### config.mk
export PLATFORM = sky130hd
export DESIGN_NAME = fb_pipectrl
export DESIGN_NICKNAME = d
export VERILOG_FILES = /design/src/rtl/fb_pipectrl_pkg.sv /design/src/rtl/fb_loaduse_det.sv /design/src/rtl/fb_pipectrl.sv
export SDC_FILE = /design/constraint.sdc
export NUM_CORES = 1
export LEC_CHECK = 0
export CELL_PAD_IN_SITES_DETAIL_PLACEMENT = 0
export CELL_PAD_IN_SITES_GLOBAL_PLACEMENT = 1
export CORE_ASPECT_RATIO = 0.9
export CORE_MARGIN = 2
export CORE_UTILIZATION = 38
export CTS_BUF_LIST = sky130_fd_sc_hd__clkbuf_16
export CTS_CLUSTER_DIAMETER = 40
export CTS_CLUSTER_SIZE = 24
export DETAILED_ROUTE_END_ITERATION = 16
export PLACE_DENSITY = 0.91
export RECOVER_POWER = 100
export REMOVE_ABC_BUFFERS = 1
export SLEW_MARGIN = 10
export SYNTH_ARGS = -nofsm -noshare
export SYNTH_HDL_FRONTEND = slang
export SYNTH_HIERARCHICAL = 1
export SYNTH_SLANG_ARGS = --single-unit
export TNS_END_PERCENT = 30
### constraint.sdc
create_clock -name clk -period 5.7 [get_ports clk]
set_input_delay 0.855 -clock clk [delete_from_list [all_inputs] [get_ports clk]]
set_output_delay 0.855 -clock clk [all_outputs]
set_load 0.01 [all_outputs]
### src/rtl/fb_pipectrl_pkg.sv
// Shared types and constants for the pipeline sequencing controller.
// Control bundles are grouped per pipeline register for readability.
package fb_pipectrl_pkg;

  localparam int FB_32BITS = 32;
  localparam logic [4:0] FB_REG_ZERO = 5'd0;

  typedef enum logic {
    FB_PC_RUN     = 1'b0,
    FB_PC_MEMWAIT = 1'b1
  } fb_state_e;

  typedef struct packed {
    logic pc;
    logic ifid;
    logic idex;
    logic exmem;
    logic memwb;
  } fb_stage_t;

  typedef struct packed {
    fb_stage_t we;
    fb_stage_t flush;
    logic      dmem_req;
  } fb_ctl_t;

  function automatic fb_ctl_t fb_ctl_default(
    input logic req
  );
    fb_ctl_t c;
    c.we       = 5'b11111;
    c.flush    = 5'b00000;
    c.dmem_req = req;
    return c;
  endfunction

  function automatic fb_ctl_t fb_ctl_reset();
    fb_ctl_t c;
    c.we       = 5'b00000;
    c.flush    = 5'b11111;
    c.dmem_req = 1'b0;
    return c;
  endfunction

  // Freeze PC..EX/MEM and bubble MEM/WB while data memory is busy.
  function automatic fb_ctl_t fb_ctl_stall(
    input logic req
  );
    fb_ctl_t c;
    c.we       = 5'b00001;
    c.flush    = 5'b00001;
    c.dmem_req = req;
    return c;
  endfunction

  function automatic fb_ctl_t fb_ctl_fetch(
    input fb_ctl_t c_in,
    input logic    lu_hit,
    input logic    imem_ready
  );
    fb_ctl_t c;
    c = c_in;
    if (lu_hit) begin
      c.we.pc      = 1'b0;
      c.we.ifid    = 1'b0;
      c.flush.idex = 1'b1;
    end else if (!imem_ready) begin
      c.we.pc      = 1'b0;
      c.flush.ifid = 1'b1;
    end
    return c;
  endfunction

endpackage

### src/rtl/fb_loaduse_det.sv
// Load-use hazard compare between the ID operands and the EX load.
// Purely combinational; x0 never creates a hazard.
module fb_loaduse_det
  import fb_pipectrl_pkg::*;
(
  input  logic [4:0] id_rs1,
  input  logic [4:0] id_rs2,
  input  logic       id_use_rs1,
  input  logic       id_use_rs2,
  input  logic       ex_mem_read,
  input  logic [4:0] ex_register_rd,
  output logic       hit
);

  logic rs1_hit;
  logic rs2_hit;

  assign rs1_hit = id_use_rs1 &
                   (id_rs1 == ex_register_rd);
  assign rs2_hit = id_use_rs2 &
                   (id_rs2 == ex_register_rd);

  assign hit = ex_mem_read &
               (ex_register_rd != FB_REG_ZERO) &
               (rs1_hit | rs2_hit);

endmodule

### src/rtl/fb_pipectrl.sv
// Pipeline sequencing controller: stalls, flushes, memory wait
// with timeout, and a saturating stall-cycle counter.
module fb_pipectrl
  import fb_pipectrl_pkg::*;
#(
  parameter int MEM_TIMEOUT = 16,
  parameter int CNT_W       = FB_32BITS
) (
  input  logic             clk,
  input  logic             rst,
  input  logic [4:0]       id_rs1,
  input  logic [4:0]       id_rs2,
  input  logic             id_use_rs1,
  input  logic             id_use_rs2,
  input  logic             ex_mem_read,
  input  logic [4:0]       ex_register_rd,
  input  logic             mem_mem_read,
  input  logic             mem_mem_write,
  input  logic             mem_branch_taken,
  input  logic             imem_ready,
  input  logic             dmem_ready,
  output logic             pc_we,
  output logic             ifid_we,
  output logic             idex_we,
  output logic             exmem_we,
  output logic             memwb_we,
  output logic             ifid_flush,
  output logic             idex_flush,
  output logic             exmem_flush,
  output logic             memwb_flush,
  output logic             dmem_req,
  output logic             bus_err,
  output logic [CNT_W-1:0] stall_cnt
);

  fb_state_e  state;
  fb_state_e  state_nxt;
  logic [7:0] tmo_cnt;
  logic       lu_hit;
  logic       mem_op;
  logic       mem_stall;
  logic       run_branch;
  logic       tmo_hit;
  logic       in_wait;
  logic       forced;
  fb_ctl_t    ctl;

  fb_loaduse_det u_loaduse (
    .id_rs1         (id_rs1),
    .id_rs2         (id_rs2),
    .id_use_rs1     (id_use_rs1),
    .id_use_rs2     (id_use_rs2),
    .ex_mem_read    (ex_mem_read),
    .ex_register_rd (ex_register_rd),
    .hit            (lu_hit)
  );

  assign mem_op     = mem_mem_read | mem_mem_write;
  assign mem_stall  = mem_op & ~dmem_ready;
  assign run_branch = mem_branch_taken & ~mem_stall;
  assign tmo_hit    = (tmo_cnt == 8'(MEM_TIMEOUT));
  assign in_wait    = (state == FB_PC_MEMWAIT);
  assign forced     = in_wait & ~dmem_ready & tmo_hit;

  always_ff @(posedge clk) begin
    if (rst) begin
      state <= FB_PC_RUN;
    end else begin
      state <= state_nxt;
    end
  end

  always_comb begin
    state_nxt = state;
    unique case (state)
      FB_PC_RUN: begin
        if (mem_stall) state_nxt = FB_PC_MEMWAIT;
      end
      FB_PC_MEMWAIT: begin
        if (dmem_ready | tmo_hit) begin
          state_nxt = FB_PC_RUN;
        end
      end
      default: state_nxt = FB_PC_RUN;
    endcase
  end

  always_comb begin
    ctl = fb_ctl_default(mem_op);
    if (rst) begin
      ctl = fb_ctl_reset();
    end else if (!in_wait) begin
      unique case (1'b1)
        mem_stall: ctl = fb_ctl_stall(mem_op);
        run_branch: begin
          ctl.flush.ifid  = 1'b1;
          ctl.flush.idex  = 1'b1;
          ctl.flush.exmem = 1'b1;
        end
        default: ctl = fb_ctl_fetch(ctl, lu_hit, imem_ready);
      endcase
    end else begin
      unique case (1'b1)
        dmem_ready: ctl = fb_ctl_fetch(ctl, lu_hit, imem_ready);
        forced: begin
          // Failed access must not reach write-back.
          ctl.flush.memwb = 1'b1;
          ctl.dmem_req    = 1'b0;
        end
        default: ctl = fb_ctl_stall(mem_op);
      endcase
    end
  end

  always_ff @(posedge clk) begin
    if (rst) begin
      tmo_cnt <= 8'd0;
    end else if (!in_wait) begin
      tmo_cnt <= mem_stall ? 8'd1 : 8'd0;
    end else if (dmem_ready | tmo_hit) begin
      tmo_cnt <= 8'd0;
    end else begin
      tmo_cnt <= tmo_cnt + 8'd1;
    end
  end

  always_ff @(posedge clk) begin
    if (rst) begin
      bus_err <= 1'b0;
    end else begin
      bus_err <= forced;
    end
  end

  always_ff @(posedge clk) begin
    if (rst) begin
      stall_cnt <= '0;
    end else if (!ctl.we.pc && stall_cnt != {CNT_W{1'b1}}) begin
      stall_cnt <= stall_cnt + CNT_W'(1);
    end
  end

  assign pc_we       = ctl.we.pc;
  assign ifid_we     = ctl.we.ifid;
  assign idex_we     = ctl.we.idex;
  assign exmem_we    = ctl.we.exmem;
  assign memwb_we    = ctl.we.memwb;
  assign ifid_flush  = ctl.flush.ifid;
  assign idex_flush  = ctl.flush.idex;
  assign exmem_flush = ctl.flush.exmem;
  assign memwb_flush = ctl.flush.memwb;
  assign dmem_req    = ctl.dmem_req;

endmodule

**Yosys cells after proc, flatten, opt, wreduce, memory -nomap -nowiden**

Index checks and enable logic that the tools add are counted.

- Output and inout bits: 43
- Bits in registers: 42

- Reduce and logical (&&, ||, !) cells: 3
- Mux-type cells: 19
- Bitwise gates (word level): 14
- Equality and inequality tests: 4
- $add $sub $neg: 2

Operators by type and width:

| cell | count |
|---|---|
| $add A32 B1 Y32 const B | 1 |
| $ne A32 B32 Y1 const B | 1 |
| $mux W11 | 2 |
| $pmux W9 S2 | 1 |
| $mux W8 | 2 |
| $pmux W6 S2 | 1 |
| $eq A5 B5 Y1 | 2 |
| $mux W1 | 9 |
| $add A8 B1 Y8 const B | 1 |
| $and A1 B1 Y1 | 8 |
| $eq A8 B5 Y1 const B | 1 |
| $pmux W3 S2 | 1 |
| $reduce_bool A5 Y1 | 1 |
| $pmux W2 S2 | 1 |
| $not A1 Y1 | 3 |
| $or A1 B1 Y1 | 3 |
| $mux W2 | 1 |
| $pmux W1 S2 | 1 |
| $logic_and A1 B1 Y1 | 1 |
| $logic_not A1 Y1 | 1 |

**Depth between registers and ports, before layout**

Gate-level depths: netlist of run 1.

- Word-level depth: 10
- Mapped depth: 12
- Gate-level depth less buffers: 10

**Modules after synthesis**

Netlist of run 1, hierarchy kept.

Modules (own cells, without submodules):

| module | instances | seq. area each (µm²) | area an instance (µm²) | cells each |
|---|---|---|---|---|
| fb_pipectrl | 1 | 840.8 | 2348.5 | 278 |
| fb_loaduse_det | 1 | 0.0 | 133.9 | 17 |

**Least setup slack after synthesis of run 1**

Ideal clock, no wire load.

- Path type: input -> output
- Start: in ex_register_rd[0]
- End: out pc_we
- Path slack: 2250 ps
- Data arrival time: 2595 ps
- Stages: 9
- Data required time: 4845 ps
- Buffers on the path: 2
- Path through: or4_1 > o21ai_1 > a21oi_1 > nand2b_1 > and3_1 > or3_4 > inv_2 > buf_4 > buf_6

- Longest elaborated chain between the ends: 8
- Elaborated cells on any way between the ends: 13
- Classes of those cells: 2 x eq/ne; 5 x mux; 5 x bitwise; 1 x reduce/logical

Ends and longest elaborated chain:

| item | RTL line | RTL |
|---|---|---|
| start: declaration | fb_pipectrl.sv:16 | `input logic [4:0] ex_register_rd,` |
| $eq A5 B5 Y1, on equally long branches | fb_loaduse_det.sv:19, fb_loaduse_det.sv:21 |  |
| $and A1 B1 Y1, on equally long branches | fb_loaduse_det.sv:18, fb_loaduse_det.sv:20 |  |
| $or A1 B1 Y1 | fb_loaduse_det.sv:25 | `(rs1_hit \| rs2_hit);` |
| $and A1 B1 Y1 (*) | fb_loaduse_det.sv:24 | `(ex_register_rd != FB_REG_ZERO) &` |
| via lu_hit | fb_pipectrl.sv:39 | `logic lu_hit;` |
| $mux W1 (*) | fb_pipectrl_pkg.sv:63 | `if (lu_hit) begin` |
| $pmux W6 S2 / $pmux W9 S2 (equally long branches) | fb_pipectrl.sv:93, fb_pipectrl.sv:103 |  |
| $mux W11 (*) | fb_pipectrl.sv:92 | `end else if (!in_wait) begin` |
| $mux W11 (*) | fb_pipectrl.sv:90 | `if (rst) begin` |
| end: declaration | fb_pipectrl.sv:22 | `output logic pc_we,` |

The timed path passes the listed nets; every way through them passes the cells marked *.

**Worst setup path in the final report of run 1**

- Start: in ex_register_rd[0]
- End: reg stall_cnt[31]

- Longest elaborated chain between the ends: 10
- Elaborated cells on any way between the ends: 15
- Classes of those cells: 2 x eq/ne; 5 x mux; 5 x bitwise; 3 x reduce/logical

Ends and longest elaborated chain:

| item | RTL line | RTL |
|---|---|---|
| $eq A5 B5 Y1, on equally long branches | fb_loaduse_det.sv:19, fb_loaduse_det.sv:21 |  |
| $and A1 B1 Y1, on equally long branches | fb_loaduse_det.sv:18, fb_loaduse_det.sv:20 |  |
| $or A1 B1 Y1 | fb_loaduse_det.sv:25 |  |
| $and A1 B1 Y1 (*) | fb_loaduse_det.sv:24 |  |
| via lu_hit | fb_pipectrl.sv:39 |  |
| $mux W1 (*) | fb_pipectrl_pkg.sv:63 |  |
| $pmux W6 S2 / $pmux W9 S2 (equally long branches) | fb_pipectrl.sv:93, fb_pipectrl.sv:103 |  |
| $mux W11 (*) | fb_pipectrl.sv:92 |  |
| $mux W11 (*) | fb_pipectrl.sv:90 |  |
| $logic_not A1 Y1 (*) | fb_pipectrl.sv:138 | `end else if (!ctl.we.pc && stall_cnt != {CNT_W{1'b1}}) begin` |
| $logic_and A1 B1 Y1 (*) | fb_pipectrl.sv:138 |  |
| end signal: assignment | fb_pipectrl.sv:139 | `stall_cnt <= stall_cnt + CNT_W'(1);` |
| end: declaration | fb_pipectrl.sv:33 | `output logic [CNT_W-1:0] stall_cnt` |

Marks and branches as above.
A chain may end at the register's enable or synchronous reset.

==> impl_metrics.tcl, run 1 <==
set metrics [dict create \
    root_buffer "clkbuf_16" \
    timing.rr.start "tmo_cnt[0]$_SDFF_PP0_" \
    worstPathMaxFanout 15 \
    fin_area_sq_um 3320 \
    min_from "stall_cnt[21]$_SDFFE_PP0P_" \
    r2r-end "stall_cnt[31]$_SDFFE_PP0P_" \
    violations "capacitance limit, slew limit" \
    critPathKind "input pin to flop" \
    n_fill_cell 599 \
    reg2reg_depth 7 \
    hold_end "stall_cnt[21]$_SDFFE_PP0P_" \
    synth_area_sq_um 2480 \
    fin_nets 384 \
    cts-buffers-inserted 5 \
    critical-path-max-stage-delay_ps 1790 \
    synth_top_cell_by_area "dfxtp_1" \
    synth.top_cell.area_share 0.339 \
    synth-edff-count 0 \
    hold_viol 0 \
    avgSynthCellArea_sq_um 8.41 \
    grt_pass1_wl_mm 10.5 \
    ys_types 50 \
    pin_count 68 \
    yosysWarnings 6 \
    synthSimpleGateAreaFrac 0.333 \
    die_y_microns 80.7 \
    max_freq_mhz 213 \
    clock_sinks 42 \
    seq_area_frac_synth 0.339 \
    die_w_microns 89.2 \
    grt.total_usage 0.180 \
    ant_nets 0 \
    syn_inst 295 \
    via_per_inst 5.51 \
    finalSetupViolCount 0 \
    hold_buffers 0 \
    gp_congestion 0.793 \
    grt_pass1_vias 2275 \
    netlist_top_cells_count "dfxtp_1 (42), nor2_1 (26), a21oi_1 (24), or4_1 (22), o31ai_1 (20)" \
    wl_per_cell_microns 13.4 \
    synth_area_leaders "dfxtp_1 (34%), or4_1 (6.7%), o31ai_1 (6.0%)" \
    dieArea_sq_um 7200 \
    whs_path_depth 2 \
    slew_violations 16 \
    final_layout_size_suffix_gt1_frac 0.0618 \
    tightest_slew_ps 2270 \
    yosys.area_share.adder 0.0151 \
    maxCapViolations 1 \
    period_minus_slack_ps 4700 \
    dr_total_vias 2439 \
    crit_path_start_kind "input pin" \
    grt_overflow 0 \
    powerDensity_nw_per_um2 206 \
    ys_async_sr_fraction 0 \
    crit_chain "dlygate4sd3_1 -> or4_1 -> o21ai_0 -> a21oi_1 -> nand2b_1 -> and3_1 -> o311ai_0 -> nor3_1 -> mux2_2" \
    n_antenna_cell 0 \
    area_growth_pct 33.6 \
    dr.first_iter.drc_count 147 \
    synth-main-ff-cell "dfxtp_1" \
    rrSetupSlack_ps 2390 \
    clkTransAtPathRegs_ps 60 \
    num_rows 27 \
    synth-seq-cells 42 \
    required_ps 5870 \
    whs_ps 503 \
    synth_top_family_by_area "simple AND/OR/NAND/NOR gates" \
    cts_setup_buffers 0 \
    fin_cells 443 \
    routed_wl_mm 5.95 \
    cts_tree "built" \
    hp-class "flop to flop" \
    worstPathArrival_ps 4860 \
    clock_skew_ps 3.02 \
    worstSetupEndpointType "flop" \
    yosysMostFrequentCell "dfxtp_1" \
    status "finished, violations left" \
    htree_levels 2 \
    static-leakage-power_nw 1.21 \
    dr.pass1.iters 4 \
    slew-limit-headroom -0.530 \
    dpl_cell_area_sq_um 3180 \
    grt_max_degree 40 \
    rsz0062_at_grt "false" \
    insertion_delay_ps 280 \
    synth-compound-area-share 0.164 \
    worst_path_max_delay_cell "o311ai_0" \
    clk_path_buf_depth 2 \
    antenna_found_initial 0 \
    final_util 0.533 \
    hpwlAfterDp_mm 4.30 \
    core_sq_um 6220 \
    fin_setup_tns_ps 0 \
    dp.cells 436 \
    vdd_drop_max_uv 94.2 \
    min_period_over_period 0.824 \
    io_buffer_count 67 \
    synth_xor_area_frac 0.0565 \
    route.detailed.drc 0 \
    muxShareOfSynthArea 0.0378 \
    cts_resized 0 \
    start_util 0.399 \
]
area by class of cell:
type | instances | area [sq um] | area share
clock inverter | 2 | 33.8 | 0.0102
clock buffer | 5 | 125 | 0.0377
sequential | 42 | 841 | 0.254
tap | 87 | 109 | 0.0328
multi-input combinational | 227 | 1480 | 0.446
timing repair buffer | 70 | 689 | 0.208
inverter | 10 | 37.5 | 0.0113
metal layers:
metal / global-route usage / share of wire / vias to the layer above
met4: 0.0358 / 0.0089 / 0
met5: 0 / 0 / -
met3: 0.0473 / 0.060 / 5
met1: 0.257 / 0.48 / 1131
li1: - / - / 1230
met2: 0.274 / 0.46 / 73
layout by cell type, fill, tap and decap left out, types with 9 or more instances in the layout:
master,count
nor2_1,26
nand3_1,19
inv_1,10
dfxtp_1,42
or4_1,22
xor2_1,13
a21oi_1,25
dlygate4sd3_1,45
nand4_1,9
nand2_1,13
clkdlybuf4s50_1,22
o21ai_0,9
o31ai_1,20
cell families after synthesis:
kind of cell | count (synthesis)
flops | 42
fa+ha+maj | 3
xor+xnor | 16
buf+inv | 26
compound gates | 63
simple gates | 137
mux | 8
flip-flops by register name (all words and copies together) (netlist names):
signal,count
stall_cnt,32
in_wait,1
bus_err,1
tmo_cnt,8
worst max path at each step:
stage | start | end | slack [ps] | cells after the start
after detailed placement | ex_register_rd[0] | pc_we | 1380 | 9
final | ex_register_rd[0] | stall_cnt[31]$_SDFFE_PP0P_ | 1000 | 9
after floorplan | ex_register_rd[0] | pc_we | 2260 | 7
after CTS | ex_register_rd[0] | pc_we | 1380 | 9
after global routing | ex_register_rd[0] | stall_cnt[24]$_SDFFE_PP0P_ | 680 | 9
after global placement | ex_register_rd[0] | pc_we | 1460 | 9
where the power goes:
group	internal, W	leakage, nW	total, W	switching [W]
Sequential	0.000297	0.339	0.000301	0.00000433
Clock	0.000202	0.0773	0.000308	0.000106
Combinational	0.0000366	0.797	0.0000733	0.0000367
stage by stage:
stage	setup WS [ps]	total power, W
finish	1000	0.000683
global route	677	0.000716
CTS	1380	0.000700
detailed placement	1380	0.000386
global placement	1460	0.000386
floorplan	2260	0.000339
worst max-delay path: cells and delay by family:
kind / cells / cell delay (ps)
buffers and inverters: 1 / 600
AOI/OAI and AO/OA: 3 / 2060
muxes: 1 / 350
and+or+nand+nor: 4 / 990
Power figures use the tool's default switching activity.
==> run 2: changes to the inputs <==
--- a/config.mk
+++ b/config.mk
@@ -9,12 +9,12 @@
 export CELL_PAD_IN_SITES_GLOBAL_PLACEMENT = 1
 export CORE_ASPECT_RATIO = 0.9
 export CORE_MARGIN = 2
-export CORE_UTILIZATION = 38
+export CORE_UTILIZATION = 35
 export CTS_BUF_LIST = sky130_fd_sc_hd__clkbuf_16
 export CTS_CLUSTER_DIAMETER = 40
 export CTS_CLUSTER_SIZE = 24
 export DETAILED_ROUTE_END_ITERATION = 16
-export PLACE_DENSITY = 0.91
+export PLACE_DENSITY = 0.85
 export RECOVER_POWER = 100
 export REMOVE_ABC_BUFFERS = 1
 export SLEW_MARGIN = 10
==> constraint.sdc (replaced) <==
create_clock -name clk -period 4.7 [get_ports clk]
set_input_delay 0.705 -clock clk [delete_from_list [all_inputs] [get_ports clk]]
set_output_delay 0.705 -clock clk [all_outputs]
set_load 0.01 [all_outputs]
==> impl_metrics.tcl, run 2 (same netlist as run 1, synthesis figures left out) <==
set metrics [dict create \
    status "finished, violations left" \
    violations "capacitance limit, slew limit" \
    cts-buffers-inserted 5 \
    hp-class "flop to flop" \
    clock_sinks 42 \
    period_minus_slack_ps 4210 \
    crit_path_start_kind "input pin" \
    dpl_cell_area_sq_um 3200 \
    tightest_slew_ps 1540 \
    htree_levels 2 \
    die_w_microns 92.8 \
    clkTransAtPathRegs_ps 60 \
    finalSetupViolCount 0 \
    cts_setup_buffers 0 \
    whs_path_depth 2 \
    pin_count 68 \
    hpwlAfterDp_mm 4.53 \
    hold_buffers 0 \
    die_y_microns 83.9 \
    grt_pass1_vias 2213 \
    layout_commonest_cell "dlygate4sd3_1" \
    static-leakage-power_nw 1.22 \
    dr_total_vias 2443 \
    fin_area_sq_um 3310 \
    worstSetupEndpointType "output pin" \
    path_delay_family "buffers and inverters" \
    final_layout_size_suffix_gt1_frac 0.0642 \
    reg2reg_depth 7 \
    dr.first_iter.drc_count 96 \
    num_rows 29 \
    hold_viol 0 \
    n_antenna_cell 0 \
    core_sq_um 6970 \
    rrSetupSlack_ps 1920 \
    timing.rr.start "tmo_cnt[0]$_SDFF_PP0_" \
    fin_nets 385 \
    crit_chain "dlygate4sd3_1 -> or4_1 -> o21ai_0 -> a21oi_1 -> nand2b_1 -> and3_1 -> or3_1 -> inv_1 -> dlygate4sd3_1" \
    grt_pass1_wl_mm 10.4 \
    critical-path-max-stage-delay_ps 610 \
    cpMostUsedCell "dlygate4sd3_1" \
    clk_path_buf_depth 2 \
    grt_max_degree 40 \
    rsz0062_at_grt "false" \
    hold_end "stall_cnt[21]$_SDFFE_PP0P_" \
    required_ps 3990 \
    worstPathArrival_ps 3510 \
    start_util 0.356 \
    via_per_inst 5.42 \
    max_freq_mhz 237 \
    grt_overflow 0 \
    worstPathMaxFanout 5 \
    antenna_found_initial 0 \
    wl_per_cell_microns 13.6 \
    grt.total_usage 0.161 \
    io_buffer_count 67 \
    mostFrequentLayoutCells "dlygate4sd3_1 (45), dfxtp_1 (42), nor2_1 (26)" \
    ant_nets 0 \
    regMostFlops "stall_cnt" \
    root_buffer "clkbuf_16" \
    critPathBufInv 3 \
    routed_wl_mm 6.14 \
    dr.pass1.iters 4 \
    worst_path_max_delay_cell "dlygate4sd3_1" \
    maxCapViolations 1 \
    route.detailed.drc 0 \
    cts_tree "built" \
    powerDensity_nw_per_um2 236 \
    slew_violations 16 \
    critPathKind "input pin to output pin" \
    reg.largest.list "stall_cnt x32, tmo_cnt x8" \
    r2r-end "stall_cnt[31]$_SDFFE_PP0P_" \
    vdd_drop_max_uv 142 \
    slew-limit-headroom -0.0423 \
    insertion_delay_ps 280 \
    min_period_over_period 0.896 \
    area_growth_pct 33.2 \
    cts_resized 0 \
    min_from "stall_cnt[21]$_SDFFE_PP0P_" \
    gp_congestion 0.785 \
    clock_skew_ps 4.75 \
    largest_register_ffs 32 \
    dieArea_sq_um 7780 \
    fin_setup_tns_ps 0 \
]
==> run 2: cell count changes in the layout (fill, tap and decap cells not counted), sizes merged <==
cell	previous run	this run
buf	2	4
bufinv	1	0
clkbuf	6	5
inv	10	11
clkinv	1	2
==> run 2: area by class of cell <==
class,count,area (sq um)
well taps,93,116
multi-input cells,227,1470
inverters,10,37.5
clock inverters,3,12.5
clock buffers,5,125
fillers,707,3660
repair buffers,71,701
flip-flops and latches,42,841
==> run 2: where the power goes <==
group          total [W]  switching (W)  internal, W
clock           0.000326       0.000134     0.000192
sequential      0.000365     0.00000503     0.000360
combinational  0.0000890      0.0000438    0.0000452
total           0.000780       0.000183     0.000597
==> run 2: worst reg2reg max path, cell delays in order (launching register included) <==
cell      delay (ps)
dfxtp_1          340
inv_1             90
ha_1             130
and4bb_2         240
a21oi_1          120
o311ai_1        1280
nor3_1           150
mux2_2           330
==> run 2: how the worst max path moves through the flow <==
stage / startpoint / end / slack, ps / depth (start not counted)
2_1_floorplan: ex_register_rd[0] / pc_we / 1560 / 7
3_3_place_gp: ex_register_rd[0] / pc_we / 720 / 9
3_5_place_dp: ex_register_rd[0] / pc_we / 710 / 9
4_1_cts: ex_register_rd[0] / pc_we / 710 / 9
5_1_grt: ex_register_rd[0] / pc_we / 310 / 9
6_report: ex_register_rd[0] / pc_we / 490 / 9
==> run 2: through the flow <==
step | hold WS [ps] | setup slack (ps) | std cells | utilization | total power [W]
final | 501 | 489 | 451 | 0.475 | 0.000780
after floorplan | 472 | 1560 | 279 | - | 0.000411
after global routing | 538 | 311 | 451 | 0.475 | 0.000812
after global placement | 494 | 717 | 443 | 0.459 | 0.000468
after CTS | 501 | 706 | 451 | 0.479 | 0.000798
after detailed placement | 491 | 708 | 443 | 0.459 | 0.000469
==> run 2: per-layer routing <==
layer	share of wire	up-vias	global-route usage
li1	-	1233	-
met1	0.48	1125	0.220
met2	0.44	80	0.250
met3	0.066	5	0.0452
met4	0.0083	0	0.0401
met5	0	-	0
==> run 3: changes to the inputs <==
--- a/config.mk
+++ b/config.mk
@@ -11,7 +11,7 @@
 export CORE_MARGIN = 2
 export CORE_UTILIZATION = 35
 export CTS_BUF_LIST = sky130_fd_sc_hd__clkbuf_16
-export CTS_CLUSTER_DIAMETER = 40
+export CTS_CLUSTER_DIAMETER = 120
 export CTS_CLUSTER_SIZE = 24
 export DETAILED_ROUTE_END_ITERATION = 16
 export PLACE_DENSITY = 0.85
==> results of run 3 <==
Final layout, timing and power as in run 2 (identical DEF).
